`src/rtl/serial_adder_pkg.sv`:
```
// Shared types for the bit-serial adder.
// State encoding; the spare code behaves as IDLE.
package serial_adder_pkg;

   typedef enum logic [1:0] {
      ST_IDLE = 2'd0,
      ST_RUN  = 2'd1,
      ST_DONE = 2'd2,
      ST_RSVD = 2'd3
   } state_e;

endpackage

```
`src/rtl/full_adder.sv`:
```
// 1-bit full adder cell.
// Used as the single bit-slice of the serial adder.
module full_adder (
   input  logic in1,
   input  logic in2,
   input  logic carryin,
   output logic sum,
   output logic carry
);

   logic p;

   assign p     = in1 ^ in2;
   assign sum   = p ^ carryin;
   assign carry = (in1 & in2) | (carryin & p);

endmodule

```
`src/rtl/serial_adder.sv`:
```
// Bit-serial WIDTH-bit adder, LSB first.
// One full_adder slice with a registered carry.
module serial_adder
   import serial_adder_pkg::*;
#(
   parameter int WIDTH = 8
) (
   input  logic             clk,
   input  logic             rst_n,
   input  logic             start,
   input  logic [WIDTH-1:0] a,
   input  logic [WIDTH-1:0] b,
   input  logic             cin,
   output logic             busy,
   output logic             done,
   output logic [WIDTH-1:0] sum,
   output logic             cout
);

   localparam int CW = $clog2(WIDTH);
   localparam logic [CW-1:0] CNT_LAST = CW'(WIDTH - 1);

   state_e           state_q;
   logic [WIDTH-1:0] sh_a_q;
   logic [WIDTH-1:0] sh_b_q;
   logic [WIDTH-2:0] sh_s_q;
   logic [WIDTH-1:0] sh_s_d;
   logic             carry_q;
   logic [CW-1:0]    cnt_q;
   logic             busy_q;
   logic             done_q;
   logic [WIDTH-1:0] sum_q;
   logic             cout_q;
   logic             fa_s;
   logic             fa_c;

   full_adder u_fa (
      .in1     (sh_a_q[0]),
      .in2     (sh_b_q[0]),
      .carryin (carry_q),
      .sum     (fa_s),
      .carry   (fa_c)
   );

   // New sum bit enters at the MSB; after WIDTH bits it is LSB-aligned.
   assign sh_s_d = {fa_s, sh_s_q};

   // FSM with operand/sum shifters, carry, counter and registered outputs.
   always_ff @(posedge clk or negedge rst_n) begin
      if (!rst_n) begin
         state_q <= ST_IDLE;
         sh_a_q  <= '0;
         sh_b_q  <= '0;
         sh_s_q  <= '0;
         carry_q <= 1'b0;
         cnt_q   <= '0;
         busy_q  <= 1'b0;
         done_q  <= 1'b0;
         sum_q   <= '0;
         cout_q  <= 1'b0;
      end else begin
         done_q <= 1'b0;
         unique case (state_q)
            ST_RUN: begin
               sh_a_q  <= sh_a_q >> 1;
               sh_b_q  <= sh_b_q >> 1;
               sh_s_q  <= sh_s_d[WIDTH-1:1];
               carry_q <= fa_c;
               if (cnt_q == CNT_LAST) begin
                  sum_q   <= sh_s_d;
                  cout_q  <= fa_c;
                  busy_q  <= 1'b0;
                  done_q  <= 1'b1;
                  state_q <= ST_DONE;
               end else begin
                  cnt_q <= cnt_q + 1'b1;
               end
            end
            default: begin
               if (start) begin
                  sh_a_q  <= a;
                  sh_b_q  <= b;
                  carry_q <= cin;
                  cnt_q   <= '0;
                  busy_q  <= 1'b1;
                  state_q <= ST_RUN;
               end else begin
                  state_q <= ST_IDLE;
               end
            end
         endcase
      end
   end

   assign busy = busy_q;
   assign done = done_q;
   assign sum  = sum_q;
   assign cout = cout_q;

endmodule

```
`config.mk`:
```
export PLATFORM = sky130hd
export DESIGN_NAME = serial_adder
export DESIGN_NICKNAME = d
export VERILOG_FILES = /design/src/rtl/serial_adder_pkg.sv /design/src/rtl/full_adder.sv /design/src/rtl/serial_adder.sv
export SDC_FILE = /design/constraint.sdc
export NUM_CORES = 1
export LEC_CHECK = 0
export CORE_ASPECT_RATIO = 0.7
export CORE_MARGIN = 3
export CORE_UTILIZATION = 50
export CTS_CLUSTER_DIAMETER = 150
export DETAILED_ROUTE_END_ITERATION = 8
export PLACE_DENSITY = 0.82
export SLEW_MARGIN = 20
export SYNTH_ARGS = -nofsm -noshare
export SYNTH_HDL_FRONTEND = slang
export SYNTH_SLANG_ARGS = --single-unit
```
`constraint.sdc`:
```
create_clock -name clk -period 2.68 [get_ports clk]
set_input_delay 0.268 -clock clk [delete_from_list [all_inputs] [get_ports clk]]
set_output_delay 0.268 -clock clk [all_outputs]
set_load 0.005 [all_outputs]
```
==> metrics.yaml <==
worst_hold_path:
  holdCritPathClass: "input port to async pin"
finish:
  final_area_mm2: 0.00216
  nets: 188
  instances_no_fill: 212
  final_core_util_pct: 66.4
  multi_input_area_um2: 694
  seq_area_mm2: 0.00100
  area_growth_pct: 22.9
  antenna_cells: 0
  drive_gt1_share_pct: 18.8
  fillers: 239
sta:
  slew_viol_final: 0
  hold_viol_final: 0
  post-route-min-period_ns: 1.97
  rsz0062_at_grt: "false"
  fin_worst_skew_ns: 0.00501
  tns_ns: 0
  setup-violations-final: 0
  tightest_slew_ns: 0.866
  worst_slack_ns: 0.709
  timing.fmax_ghz: 0.507
  period_share_pct: 73.5
  slew_headroom_pct: 42.3
placed_design:
  port_buffers: 30
  placed_area_mm2: 0.00207
  place_inst: 204
  dpl.hpwl_um: 2190
  finalWeightedCongestion: 0.729
  pre_cts_ws_ns: 0.770
setup_path:
  worst_path_largest_cell_delay_ns: 0.53
  crit_path_end_kind: "flip-flop"
  crit_path_top_delay_cell: "nand3b_1"
  crit_buf_inv: 0
  cp.depth: 4
  cp.required_ns: 2.86
  crit_family: "simple AND/OR/NAND/NOR gates"
  path_class: "flip-flop to flip-flop"
  ff2ff_setup_slack_ns: 0.71
  path_max_fanout: 11
  worstSetupStartpoint: "cnt_q[0]$_DFFE_PN0P_"
  crit_chain: "ha_1, ha_1, nand3b_1, mux2_4"
  crit_top_cell: "ha_1"
  cp-start-kind: "flip-flop"
  r2r-start: "cnt_q[0]$_DFFE_PN0P_"
  crit_arrival_ns: 2.15
  rr_endpoint: "sum[7]$_DFFE_PN0P_"
  r2r_cells: 4
  crit_end: "sum[7]$_DFFE_PN0P_"
yosys:
  netlist_instances: 133
  synth.distinct_cells: 20
  yosys-top-cells-area: "dfrtp_1 (57%), mux2i_1 (9.7%), mux2_4 (8.5%)"
  yosysTopAreaCell: "dfrtp_1"
  ys_seq_area_share_pct: 56.9
  yosysWarnings: 0
  ys_ff_latch: 40
  netlist_area_mm2: 0.00176
  synth_top_area_share_pct: 56.9
  synth_nets: 157
  avgSynthCellArea_um2: 13.2
routing:
  drc: 0
  first_pass_iters: 4
  vias_per_cell: 5.00
  routedWlPerCell_um: 14.9
  vias: 1061
  initialDrtViolationCount: 77
  ant_nets: 0
  drt-total-wl_um: 3160
die:
  ios: 31
  rows: 17
  die_area_mm2: 0.00427
  initial_utilization_pct: 54.0
  core-area_mm2: 0.00325
  fp.dieW_um: 76.9
  die_y_um: 55.6
power:
  p_switching_uw: 751
  p_per_area_mw_per_mm2: 1100
  leakage_nw: 1.04
  combPwrFrac_pct: 38.6
  p_int_mw: 1.62
  p_clk_share_pct: 17.2
  swShare_pct: 31.7
  ir_drop_mv: 0.631
  seqPwrFrac_pct: 44.2
clock_network:
  hold_buffers: 0
  tritoncts: "done"
  cts_buffers: 5
  htreeDepth: 2
  clock_sinks: 40
  post_cts_buffers: 0
  path_clk_slew_ns: 0.07
  clockBufferDepth: 2
  clockRootBuffer: "clkbuf_8"
  cts_resized: 0
  insertion_delay_ns: 0.29
global_routing:
  grt_usage_pct: 16.6
  grt_remaining_overflow: 0
  antenna_found_initial: 0
  grt_start_max_net_pins: 41
  grt_first_pass_wirelength_um: 5530
  grt_pass1_vias: 1122
run:
  drv_cap: 0
status:
  status: "finished clean"
## cell usage after synthesis
library cell and count:
a21oi_1 1, a22o_1 3, and2_4 1, buf_2 4, buf_6 3, clkbuf_2 1
dfrtp_1 40, fa_1 1, ha_1 3, inv_1 1, mux2_2 8, mux2_4 10
mux2i_1 17, nand2_1 15, nand2b_1 1, nand3b_1 1, nor2_1 6, nor2b_4 1
o21ai_0 15, o21ai_1 1
## sequential cells by signal, summed over array words and instances, names as in the netlist
name     cells
sh_a_q       8
sh_b_q       8
sum          8
sh_s_q       7
cnt_q        3
state_q      2
busy         1
carry_q      1
cout         1
done         1
## logic make-up (layout without fill, tap and decap cells)
| group | after synthesis | in the layout | synth area share [%] |
|---|---|---|---|
| adder cells (fa/ha/maj) | 4 | 4 | 3.27 |
| flip-flops | 40 | 40 | 56.9 |
| buffers and inverters | 9 | 41 | 3.56 |
| multiplexers | 35 | 35 | 23.3 |
| AND/OR/NAND/NOR | 25 | 25 | 6.55 |
| AO/OA/AOI/OAI | 20 | 20 | 6.33 |
## layout by cell type, fill, tap and decap left out, types with 2 or more instances in the layout
| cell | netlist | final |
|---|---|---|
| a22o_1 | 3 | 3 |
| dfrtp_1 | 40 | 40 |
| mux2i_1 | 17 | 17 |
| clkdlybuf4s50_1 | 0 | 29 |
| mux2_2 | 8 | 8 |
| o21ai_0 | 15 | 15 |
| mux2_4 | 10 | 10 |
| ha_1 | 3 | 3 |
| buf_4 | 0 | 2 |
| nand2_1 | 15 | 15 |
| clkbuf_8 | 0 | 6 |
| nor2_1 | 6 | 6 |
| clkinv_2 | 0 | 2 |
## power groups by stage
stage | combinational [mW] | sequential (mW) | clock [mW]
after floorplan | 0.663 | 1.01 | 0
after global placement | 0.874 | 1.04 | 0
after detailed placement | 0.922 | 1.05 | 0
after CTS | 0.931 | 1.05 | 0.416
after global routing | 1.01 | 1.08 | 0.454
final | 0.913 | 1.05 | 0.407
## worst min path at each step
stage                     startpoint                endpoint  slack (ns)  cells past startpoint
after floorplan                rst_n        busy$_DFFE_PN0P_       -0.03                      0
after global placement         rst_n          done$_DFF_PN0_        0.41                      1
after detailed placement       rst_n          done$_DFF_PN0_        0.43                      1
after CTS                      rst_n  state_q[1]$_DFFE_PN0P_        0.12                      1
after global routing           rst_n   sh_b_q[1]$_DFFE_PN0P_        0.16                      1
final                          rst_n          done$_DFF_PN0_        0.09                      1
## routing by layer
layer	GRT usage [%]	part of all wire, %	up-vias
li1	-	-	516
met1	22.8	46	517
met2	25.1	47	23
met3	5.02	5.1	5
met4	6.20	1.1	0
met5	0	0	-
## worst register-to-register path: cells and delay by family, from the launching register on
family / cells / cell delay, ns
muxes: 1 / 0.50
adders and majority gates: 2 / 0.44
and+or+nand+nor: 1 / 0.53
DFF: 1 / 0.39
## cell type report
type                       count  area share (%)
clock buffer                   6            3.82
clock inverter                 2           0.463
inverter                       1           0.174
multi-input combinational     84            32.1
sequential                    40            46.3
tap                           47            2.72
timing repair buffer          32            14.4
## through the flow
step                hold slack [ns]  total power, mW
floorplan                   -0.0276             1.67
global placement              0.413             1.91
detailed placement            0.431             1.97
CTS                           0.117             2.39
global route                  0.162             2.55
finish                       0.0888             2.37
No activity file was read; power rests on OpenSTA's default activity.
